**config.mk**
```make
export PLATFORM = sky130hd
export DESIGN_NAME = arb_requester
export DESIGN_NICKNAME = d
export VERILOG_FILES = /design/src/rtl/arb_requester.sv
export SDC_FILE = /design/constraint.sdc
export NUM_CORES = 1
export LEC_CHECK = 0
export CAP_MARGIN = 10
export CORE_ASPECT_RATIO = 0.6
export CORE_MARGIN = 4
export CORE_UTILIZATION = 45
export CTS_BUF_LIST = sky130_fd_sc_hd__clkbuf_4 sky130_fd_sc_hd__clkbuf_8 sky130_fd_sc_hd__clkbuf_16
export CTS_CLUSTER_SIZE = 20
export DETAILED_ROUTE_END_ITERATION = 8
export GPL_TIMING_DRIVEN = 1
export PLACE_DENSITY = 0.68
export SYNTH_ARGS = -nofsm -noshare
export SYNTH_HDL_FRONTEND = slang
export SYNTH_SLANG_ARGS = --single-unit
```
**constraint.sdc**
```tcl
create_clock -name clk -period 1.9 [get_ports clk]
set_input_delay 0.38 -clock clk [delete_from_list [all_inputs] [get_ports clk]]
set_output_delay 0.38 -clock clk [all_outputs]
set_load 0.01 [all_outputs]
```
**src/rtl/arb_requester.sv**
```systemverilog
// arb_requester: per-channel job front end for a shared arbiter.
// Each channel accepts a job (burst length), raises request, counts granted
// cycles until the burst is done, then pulses job_done. Grant-vector protocol
// violations are flagged on grant_err without disturbing the channel FSMs.
// Optional feature macro: ARB_REQ_TIMEOUT_EN adds a per-channel grant-wait
// timeout (TMO_CYCLES) and the timeout output port.
//
// Handshake: a job transfers on a cycle where job_valid[i] and job_ready[i]
// are both high; job_valid may rise independently of job_ready, and
// job_len[i] is sampled only on the transfer cycle. request/grant is the
// arbiter side: request[i] stays high until the burst's last granted cycle.
module arb_requester #(
  parameter int NUM_REQ    = 4,
  parameter int LEN_W      = 4,
  parameter int TMO_CYCLES = 64
) (
  input  logic                     clk,
  input  logic                     reset,
  input  logic [NUM_REQ-1:0]       job_valid,
  input  logic [NUM_REQ*LEN_W-1:0] job_len,
  output logic [NUM_REQ-1:0]       job_ready,
  output logic [NUM_REQ-1:0]       request,
  input  logic [NUM_REQ-1:0]       grant,
  output logic [NUM_REQ-1:0]       job_done,
  output logic                     grant_err,
`ifdef ARB_REQ_TIMEOUT_EN
  output logic [NUM_REQ-1:0]       timeout,
`endif
  output logic [2*NUM_REQ-1:0]     fsm_state
);

  typedef enum logic [1:0] {
    ST_IDLE = 2'd0,
    ST_REQ  = 2'd1,
    ST_XFER = 2'd2,
    ST_REL  = 2'd3
  } state_e;

  // A zero-cycle grant-wait limit would make the timeout meaningless.
  if (TMO_CYCLES < 1) begin : g_tmo_check
    $error("arb_requester: TMO_CYCLES must be at least 1");
  end

`ifdef ARB_REQ_TIMEOUT_EN
  localparam int TMO_W = $clog2(TMO_CYCLES + 1);
`endif

  for (genvar i = 0; i < NUM_REQ; i++) begin : g_ch
    state_e             state_q;
    logic [LEN_W-1:0]   len_q;
    logic [LEN_W-1:0]   cnt_q;
    logic               req_q;
    logic               done_q;
    logic [LEN_W-1:0]   len_in;
`ifdef ARB_REQ_TIMEOUT_EN
    logic [TMO_W-1:0]   tmo_cnt_q;
    logic               tmo_q;
`endif

    assign len_in = job_len[i*LEN_W +: LEN_W];

    // Channel FSM: accept job, request until granted, count burst, release.
    always_ff @(posedge clk or negedge reset) begin
      if (!reset) begin
        state_q   <= ST_IDLE;
        len_q     <= '0;
        cnt_q     <= '0;
        req_q     <= 1'b0;
        done_q    <= 1'b0;
`ifdef ARB_REQ_TIMEOUT_EN
        tmo_cnt_q <= '0;
        tmo_q     <= 1'b0;
`endif
      end else begin
        done_q    <= 1'b0;
`ifdef ARB_REQ_TIMEOUT_EN
        tmo_cnt_q <= '0;
        tmo_q     <= 1'b0;
`endif
        case (state_q)
          ST_IDLE: begin
            if (job_valid[i]) begin
              // A zero length still moves one beat.
              len_q   <= (len_in == '0) ? LEN_W'(1) : len_in;
              req_q   <= 1'b1;
              state_q <= ST_REQ;
            end
          end
          ST_REQ: begin
            if (grant[i]) begin
              // The first grant is already the first burst beat.
              if (len_q == LEN_W'(1)) begin
                req_q   <= 1'b0;
                done_q  <= 1'b1;
                state_q <= ST_REL;
              end else begin
                cnt_q   <= len_q - LEN_W'(1);
                state_q <= ST_XFER;
              end
            end
`ifdef ARB_REQ_TIMEOUT_EN
            else if (tmo_cnt_q == TMO_W'(TMO_CYCLES - 1)) begin
              // Give up on the arbiter: abandon the job without job_done.
              req_q   <= 1'b0;
              tmo_q   <= 1'b1;
              state_q <= ST_IDLE;
            end else begin
              tmo_cnt_q <= tmo_cnt_q + TMO_W'(1);
            end
`endif
          end
          ST_XFER: begin
            // Ungranted cycles simply pause the count.
            if (grant[i]) begin
              if (cnt_q == LEN_W'(1)) begin
                req_q   <= 1'b0;
                done_q  <= 1'b1;
                state_q <= ST_REL;
              end else begin
                cnt_q <= cnt_q - LEN_W'(1);
              end
            end
          end
          ST_REL: begin
            state_q <= ST_IDLE;
          end
          default: begin
            req_q   <= 1'b0;
            state_q <= ST_IDLE;
          end
        endcase
      end
    end

    assign request[i]          = req_q;
    assign job_done[i]         = done_q;
    assign job_ready[i]        = reset & (state_q == ST_IDLE);
    assign fsm_state[2*i +: 2] = state_q;
`ifdef ARB_REQ_TIMEOUT_EN
    assign timeout[i]          = tmo_q;
`endif
  end

  logic [NUM_REQ-1:0] req_d1_q;
  logic               multi_hot;
  logic               stray_grant;

  // More than one grant bit set at once.
  assign multi_hot   = |(grant & (grant - NUM_REQ'(1)));
  // Grant to a channel whose request has been low this cycle and last cycle;
  // one cycle of grant after request drops is tolerated as arbiter latency.
  assign stray_grant = |(grant & ~request & ~req_d1_q);

  // Register protocol-violation flag one cycle after the offending grant.
  always_ff @(posedge clk or negedge reset) begin
    if (!reset) begin
      req_d1_q  <= '0;
      grant_err <= 1'b0;
    end else begin
      req_d1_q  <= request;
      grant_err <= multi_hot | stray_grant;
    end
  end

endmodule

```
==> results.md, run 1 <==
* H-tree depth at 2
* IO buf count at 46
* Max-cap viol count at 0
* Layout net count at 464
* Area contributors post-synth: dfrtp_1, ha_1, mux2_2
* All-layer global routing usage at between 10% and 20%
* Clk slew on worst S/H paths at around 0.060 ns
* Worst-Margin Slew at between 0.4 and 0.5 ns
* Hold WC Path Type: in -> async
* Max Root-Sink Buffers at 2
* GRT overflow at 0
* Crit. End Element: register
* Share of the synthesized area in the top cell type at around two fifths
* Share of cells above drive strength 1 at around 17%
* Vias per cell at between 5 and 6
* Commonest cells in the synthesized netlist: dfrtp_1, inv_1, ha_1, nand2_1, nor3_1
* Crit Path Max Fanout at 4
* FF-to-FF setup slack at between 0.08 and 0.09 ns
* CTS sink count at 53
* Max rail drop VDD at around 0.86 mV
* Most used DFF post-synth: dfrtp_1
* Max-slew violations at 0
* Drt total wl at between 7 and 8 mm
* Core area at roughly 6900 um2
* Final Critical Period at 1.816 ns
* Avg WL per Cell at between 15 and 20 um
* HPWL Detailed at roughly 5.9 mm
* Chip height at 74.19 um
* Number of antenna violations at the first check in global routing at 0
* Tcrit/Tclk final at a little over nine tenths
* Mean Syn Cell Area at between 9 and 10 um2
* Netlist cell types at 56
* Initial DRT Pass Iterations at 4
* Post-synth EDFFs at 0
* Vias in the first global route at 2675
* CTS Buf Count at 5
* DIE AREA at between 8000 and 9000 um2
* Detail Route Antenna Nets at 0
* Startpoint Class: register
* Critical path class: reg -> reg
* TNS Setup at 0 ns
* Initial DRC count at 195
* Post-synthesis sequential area ratio at ~40%
* Number of diodes at 0
* #FFs+latches synth at 53
* Routed vias at between 2000 and 3000
* Hold Violations, Final at 0
* Largest net degree at the start of global routing at 19
* CTS tree: done
* First-pass GRT wire length at around 13 mm
* Relative slew slack at a little under three quarters
* Most instantiated library cell after synthesis: dfrtp_1
* Area leader, netlist: dfrtp_1
* Ys Warns at 0
* Area growth syn-to-layout at 27.61%
* RSZ-0062 raised after global routing: no
* PwrDens at 1699 nW/um2
* CP Data Required Time at between 2 and 2.5 ns
* Worst skew pair latency at slightly below 0.3 ns
* Status: finished, final reports clean
* Remaining DRCs at 0
* Async S/R FF share, synth at between 90% and 100%
* Routability Congestion at between 0.7 and 0.8
* Site row count at 23
* CTS root buf: clkbuf_16
* DIE WIDTH at ~120 um
* Syn Std Cell Area at 3286 um2
* Arr. time, crit path at a little under 2 ns
* Max frequency at 550.6 MHz
* Syn nets at 389
* Io pins at 47
* Post-Route Skew at 0.001881 ns
* Min Hold Slack at 0.1845 ns
* DP Area at ~4000 um2
* Initial Util at a little under half
* Leak at around 1.9 nW
* Syn Inst Count at 333
* Final instance area at approximately 4200 um2
* Final setup viols at 0
==> through the flow <==
stage / util, % / worst slack (ns) / std cells / power (W)
finish: 60.96 / 0.08384 / 496 / 0.007124
detailed placement: 58.32 / -0.06526 / 485 / 0.006152
global route: 60.96 / 0.006539 / 496 / 0.007774
CTS: 60.76 / 0.006491 / 496 / 0.007152
floorplan: - / 0.1234 / 333 / 0.004730
global placement: 58.32 / -0.009199 / 485 / 0.006025
==> critical path, stage by stage (launching register included) <==
cell and delay [ns]:
dfrtp_1 0.37, inv_1 0.11, ha_1 0.22, or3b_2 0.51
nand3_1 0.11, o22ai_1 0.08, a221o_1 0.31
==> registers in the layout, summed over array words and instances (netlist names) <==
| register | cells |
|---|---|
| g_ch.req_q | 4 |
| grant_err | 1 |
| g_ch.done_q | 4 |
| g_ch.state_q | 8 |
| req_d1_q | 4 |
| g_ch.len_q | 16 |
| g_ch.cnt_q | 16 |
==> cell families after synthesis <==
kind of cell	Yosys count	share of synthesized area, %
simple gates	95	16.95
compound gates	81	16.98
flops	53	40.37
buf+inv	50	6.740
fa+ha+maj	30	11.42
mux	17	5.674
xor+xnor	7	1.866
==> layout by cell type (no fill, tap or decap), types with 4 or more instances in the layout <==
cell and count:
o22ai_1 4, mux2_2 13, xnor2_1 6, buf_4 35, ha_1 30, and2_1 4, mux2i_1 4, dfrtp_1 53
nand2_1 21, nor3b_1 5, o31ai_1 5, nor2_1 13, o22a_1 4, nand4bb_1 6, o21ai_0 18, dlygate4sd2_1 4
a222oi_1 4, nor3_1 20, a21oi_1 15, a31oi_1 6, inv_1 33, clkbuf_16 5, nand3_1 4, a22o_1 4
clkdlybuf4s50_1 41
==> final cells by class <==
type,instances,area [um2]
Sequential cell,53,1326
Inverter,36,135.1
Multi-Input combinational cell,230,1752
Fill cell,608,2685
Tap cell,87,108.9
Clock buffer,8,147.6
Timing Repair Buffer,82,723.2
==> metal layers <==
metal	track usage, %	wire length, um	share of wire [%]	vias up
met4	5.325	85	1.1	0
li1	-	-	-	1352
met2	28.27	3256	43	46
met1	26.43	3953	52	1256
met3	4.027	282	3.7	9
met5	0	0	0	-
==> worst paths after layout <==
| path | end | cells after the start | start |
|---|---|---|---|
| setup / recovery | g_ch[2].cnt_q[2] | 6 | g_ch[2].cnt_q[1] |
| max in group asynchronous | g_ch[0].len_q[2] | 2 | reset |
| hold reg to reg | req_d1_q[3] | 0 | g_ch[3].req_q |
| hold / removal | g_ch[2].len_q[0] | 2 | reset |
| min in group clk | req_d1_q[3] | 0 | g_ch[3].req_q |
| setup reg to reg | g_ch[2].cnt_q[2] | 6 | g_ch[2].cnt_q[1] |
==> power by group <==
group          total, W  internal [W]  switching, W
sequential      0.00220       0.00169      0.000515
clock          0.000921      0.000534      0.000387
combinational   0.00400       0.00207       0.00193
total           0.00712       0.00429       0.00283
==> timing repair <==
action,4_1_cts,5_1_grt
pin swaps,0,0
hold buffers,1,0
hold endpoints to repair,3,0
buffers inserted,2,0
setup endpoints to repair,5,3
gates resized for setup,6,3
Power figures use the tool's default switching activity.
==> run 2: changes to the inputs <==
- CELL_PAD_IN_SITES_DETAIL_PLACEMENT: not set -> 1
- CELL_PAD_IN_SITES_GLOBAL_PLACEMENT: not set -> 2
- CORE_UTILIZATION: 45 -> 31
- PLACE_DENSITY: 0.68 -> not set
- PLACE_DENSITY_LB_ADDON: not set -> 0.1
- REMOVE_ABC_BUFFERS: not set -> 1
- clock period: 1.9 -> 1.5 ns (I/O delays scaled with it)
==> results.md, run 2 (synthesis results as in run 1) <==
* Post-Route Skew at between 0.004 and 0.005 ns
* Crit. End Element: register
* Chip height at 87.75 um
* Number of antenna violations at the first check in global routing at 0
* Status: finished with violations
* CP Data Required Time at approximately 1.7 ns
* Critical-path cell list: buf_6, inv_6, ha_4, buf_6, a222oi_1, buf_4, a21oi_2, a31oi_1
* Register area at 1329 um2
* CP most frequent cell: buf_6
* Critical path class: reg -> reg
* Sequential power share at 21.7%
* Remaining DRCs at 0
* Buf/Inv on CP at 4
* Crit-path leading delay family: buffers and inverters
* Slowest CP cell: dfrtp_1
* Clk pwr share at under 10%
* GRT overflow at 0
* Area of the multi-input gates at ~2300 um2
* # hold bufs at CTS at 0
* Hold Violations, Final at 0
* Min Hold Slack at about 0.13 ns
* Routability Congestion at ~0.84
* Max-cap viol count at 0
* Relative slew slack at 71.31%
* Initial DRC count at 193
* Worst-Margin Slew at about 0.43 ns
* CTS Buf Count at 5
* First-pass GRT wire length at 17.84 mm
* Filler instances at between 1000 and 1500
* Fin util at ~56%
* Crit Path Max Fanout at 5
* CTS root buf: clkbuf_16
* Internal power at 0.007667 W
* Layout net count at between 500 and 600
* Startpoint Class: register
* Io pins at 47
* Tcrit/Tclk final at 112.6%
* Arr. time, crit path at about 1.9 ns
* Slowest Stage Delay on Critical Path at 0.43 ns
* IO buf count at 46
* PwrDens at between 2000 and 2500 nW/um2
* Hold WC Path Type: in -> async
* Switch Pwr at 0.005274 W
* Failing checks: setup timing
* Sw Ratio at 40.75%
* DIE AREA at ~12000 um2
* Core area at 10090 um2
* Clk slew on worst S/H paths at around 0.070 ns
* Setup ws final at -0.1895 ns
* Final Critical Period at between 1.5 and 2 ns
* DIE WIDTH at around 140 um
* Initial DRT Pass Iterations at 6
* Commonest non-fill, non-tap cell in the layout: buf_4
* Drt total wl at about 11 mm
* Worst skew pair latency at 0.30 ns
* H-tree depth at 2
* Area growth syn-to-layout at 70.68%
* All-layer global routing usage at around 18%
* Largest regs: g_ch.cnt_q x16, g_ch.len_q x16, g_ch.state_q x8
* Vias per cell at between 4 and 5
* Most frequent cells in the layout: buf_4, dfrtp_1, buf_6
* Number of diodes at 0
* Max Root-Sink Buffers at 2
* Max rail drop VDD at approximately 0.90 mV
* Max-slew violations at 0
* Final setup viols at 28
* Share of cells above drive strength 1 at between 40% and 50%
* Initial Util at 32.56%
* Max frequency at 591.9 MHz
* Comb pwr share at about 70%
* Routed vias at 3151
* CTS tree: done
* Site row count at 28
* RSZ-0062 raised after global routing: yes
* CTS sink count at 53
* Detail Route Antenna Nets at 0
* Leak at approximately 2.5 nW
* HPWL Detailed at ~7.5 mm
* Vias in the first global route at between 3000 and 4000
* Avg WL per Cell at 17.81 um
* Largest net degree at the start of global routing at 19
[run 2: cell types whose count changed in the layout (fill, tap and decap cells not counted), sizes merged]
cell	previous run	this run
buf	36	134
clkdlybuf4s50	41	24
dlygate4sd2	4	10
clkbuf	8	6
dlymetal6s2s	0	2
clkdlybuf4s15	0	1
clkinv	0	1
dlygate4sd3	1	0
nand2b	3	4
[run 2: cell type report]
type,count,area share (%)
multi-input combinational,231,41.37
timing repair buffer,172,26.93
sequential,53,23.69
tap,135,3.012
inverter,36,2.677
clock buffer,5,2.231
clock inverter,1,0.08925
[run 2: per-layer routing]
layer | track usage, % | routed length [um]
met5 | 0 | 0
met4 | 4.134 | 99
met3 | 3.273 | 304
met2 | 28.78 | 5261
met1 | 25.34 | 5608
[run 2: worst paths after layout]
kind | to | slack [ns] | start | cells past startpoint
setup / recovery | g_ch[2].req_q | -0.19 | g_ch[2].state_q[0] | 8
hold / removal | g_ch[2].len_q[2] | 0.13 | reset | 2
setup reg to reg | g_ch[2].req_q | -0.19 | g_ch[2].state_q[0] | 8
hold reg to reg | grant_err | 0.48 | req_d1_q[1] | 1
max in group asynchronous | g_ch[1].state_q[0] | 1.05 | reset | 2
min in group clk | grant_err | 0.48 | req_d1_q[1] | 1
[run 2: power groups by stage]
stage / Clock (W) / Sequential [W] / Combinational, W
after global placement: 0 / 0.00263 / 0.00619
final: 0.00117 / 0.00281 / 0.00896
after global routing: 0.00126 / 0.00293 / 0.00974
after floorplan: 0 / 0.00276 / 0.00310
after detailed placement: 0 / 0.00265 / 0.00633
after CTS: 0.00118 / 0.00271 / 0.00778
[run 2: repair_timing]
item | 4_1_cts | 5_1_grt
endpoints found under the hold margin | 0 | 0
setup buffers | 24 | 12
pin swaps | 26 | 34
endpoints found under the setup margin | 55 | 47
cloned | 1 | 1
gates resized for setup | 142 | 74
[run 2: stage by stage]
| step | total power [W] | setup TNS, ns | cells | setup WS [ns] | instance area (um2) |
|---|---|---|---|---|---|
| 2_1_floorplan | 0.005863 | -5.664 | 319 | -0.3477 | 3199 |
| 3_3_place_gp | 0.008820 | -7.432 | 593 | -0.3125 | 4522 |
| 3_5_place_dp | 0.008977 | -8.315 | 593 | -0.3853 | 4522 |
| 4_1_cts | 0.01167 | -1.370 | 622 | -0.1272 | 5206 |
| 5_1_grt | 0.01393 | -4.506 | 633 | -0.2438 | 5608 |
| 6_report | 0.01294 | -2.383 | 633 | -0.1895 | 5608 |
==> run 3: changes to the inputs <==
- TNS_END_PERCENT: not set -> 5
==> results.md, run 3 (synthesis results as in run 1) <==
* Drt total wl at between 10 and 15 mm
* Hold WC Path Type: in -> async
* Setup ws final at -0.1361 ns
* Vias per cell at approximately 4.9
* Area of the multi-input gates at between 2000 and 2500 um2
* Crit-path leading delay family: compound AO/OA/AOI/OAI gates
* Initial Util at approximately a third
* Remaining DRCs at 0
* HPWL Detailed at around 7.5 mm
* PwrDens at ~2200 nW/um2
* All-layer global routing usage at between 10% and 20%
* Initial DRC count at approximately 140
* CTS sink count at between 50 and 60
* Number of antenna violations at the first check in global routing at 0
* Post-Route Skew at slightly above 0.005 ns
* Failing checks: setup timing
* RSZ-0062 raised after global routing: yes
* CTS Buf Count at 5
* Max-slew violations at 0
* Register area at about 1300 um2
* First-pass GRT wire length at between 15 and 20 mm
* Clk slew on worst S/H paths at around 0.070 ns
* Routability Congestion at ~0.84
* Crit Path Max Fanout at 5
* H-tree depth at 2
* Final setup viols at 27
* FF-to-FF setup slack at -0.14 ns
* Max-cap viol count at 0
* Critical path class: reg -> reg
* Vias in the first global route at roughly 3200
* Avg WL per Cell at 16.72 um
* GRT overflow at 0
* Max rail drop VDD at between 0.9 and 1 mV
* Buf/Inv on CP at 2
* Internal power at approximately 0.007 W
* Relative slew slack at between 70% and 80%
* CP Depth at 6
* Routed vias at about 3000
* Initial DRT Pass Iterations at 4
* Crit. End Element: register
* CTS root buf: clkbuf_16
* Detail Route Antenna Nets at 0
* Max Root-Sink Buffers at 2
* Io pins at 47
* Hold Violations, Final at 0
* DR top layer: met4
* Met2 wire len at 4.633 mm
* Slowest Stage Delay on Critical Path at approximately 0.42 ns
* TNS Setup at -2.048 ns
* DIE AREA at 12360 um2
* CP Data Required Time at ~1.7 ns
* Slowest CP cell: dfrtp_1
* WL met3 at between 200 and 250 um
* Number of diodes at 0
* Comb pwr share at about 66%
* Filler instances at between 1000 and 1500
* Status: finished with violations
* Worst skew pair latency at roughly 0.3 ns
* Chip height at 87.75 um
* Max frequency at slightly above 600 MHz
* Cell count after placement at a little under 600
* Final std cells w/o fill at approximately 600
* Leak at 2.308 nW
* Startpoint Class: register
* Final Critical Period at 1.636 ns
* Layout net count at 536
* R2r startpoint: g_ch[3].state_q[1]
* Arr. time, crit path at 1.83 ns
* Switch Pwr at 0.004537 W
* Largest net degree at the start of global routing at 19
* IO buf count at 46
* Critical-path cell list: inv_2, ha_4, nand4bb_1, o211ai_1, buf_4, a221o_1
* Worst R2R End: g_ch[3].cnt_q[3]
* Worst-Margin Slew at approximately 0.41 ns
* Clk pwr share at between 10% and 20%
* Met1 Routed Length at between 5 and 6 mm
* Largest regs: g_ch.cnt_q x16, g_ch.len_q x16, g_ch.state_q x8
* DIE WIDTH at ~140 um
* Min Hold Slack at approximately 0.13 ns
* Tcrit/Tclk final at 109.1%
* Worst r2r path cells at 6
* Share of cells above drive strength 1 at a little over 40%
* Area growth syn-to-layout at 54.68%
* Site row count at 28
* Core area at 10090 um2
* Most frequent cells in the layout: buf_4, dfrtp_1, inv_1, clkdlybuf4s50_1, nand2_1
* Sw Ratio at around two fifths
* Commonest non-fill, non-tap cell in the layout: buf_4
* CTS tree: done
* Sequential power share at about 24%
-- run 3: changes by cell type in the layout (fill, tap and decap cells not counted), moves of 4 or more --
cell	change
a21oi_1	+4
buf_6	-19
ha_2	+6
ha_4	-9
inv_1	+4
nand2_1	+6
nand2_2	-6
o21ai_0	+6
-- run 3: power by group through the flow --
stage	Sequential (W)	Combinational (W)	Clock, W
after CTS	0.00263	0.00662	0.00118
after global placement	0.00263	0.00619	0
after global routing	0.00285	0.00820	0.00125
final	0.00273	0.00746	0.00115
after floorplan	0.00276	0.00310	0
after detailed placement	0.00265	0.00633	0
-- run 3: worst reg2reg max path, cell delays in order (launching register included) --
cell and delay [ns]:
dfrtp_1 0.42, inv_2 0.08, ha_4 0.18, nand4bb_1 0.13, o211ai_1 0.19, buf_4 0.19
a221o_1 0.33
-- run 3: layout make-up --
cell class	instances	area share, %
Inverter	36	2.708
Tap cell	135	3.323
Timing Repair Buffer	154	25.33
Clock inverter	1	0.09847
Multi-Input combinational cell	230	39.93
Clock buffer	5	2.462
Sequential cell	53	26.14
-- run 3: timing repair --
item                                    in CTS  in global routing
gates resized for setup                     64                 59
endpoints found under the setup margin      55                 48
setup buffers                                5                 10
hold buffers                                 0                  0
pin swaps                                    5                 12
-- run 3: worst max path at each step --
stage | start | to | slack, ns
floorplan | g_ch[2].state_q[0] | g_ch[2].cnt_q[2] | -0.35
global placement | grant[1] | grant_err | -0.31
detailed placement | grant[1] | grant_err | -0.39
CTS | g_ch[1].state_q[1] | g_ch[1].cnt_q[1] | -0.17
global route | g_ch[1].state_q[1] | g_ch[1].req_q | -0.22
finish | g_ch[3].state_q[1] | g_ch[3].cnt_q[3] | -0.14
-- run 3: per-stage QoR --
stage	area (um2)	utilization (%)	power [W]	setup slack [ns]
2_1_floorplan	3199	-	0.005863	-0.3477
3_3_place_gp	4522	44.82	0.008820	-0.3125
3_5_place_dp	4522	44.82	0.008977	-0.3853
4_1_cts	4758	47.16	0.01043	-0.1654
5_1_grt	5082	50.37	0.01229	-0.2191
6_report	5082	50.37	0.01135	-0.1361
-- run 3: metal layers --
layer | GRT usage [%] | up-vias
li1 | - | 1503
met1 | 24.43 | 1474
met2 | 25.52 | 41
met3 | 3.219 | 7
met4 | 4.046 | 0
met5 | 0 | -
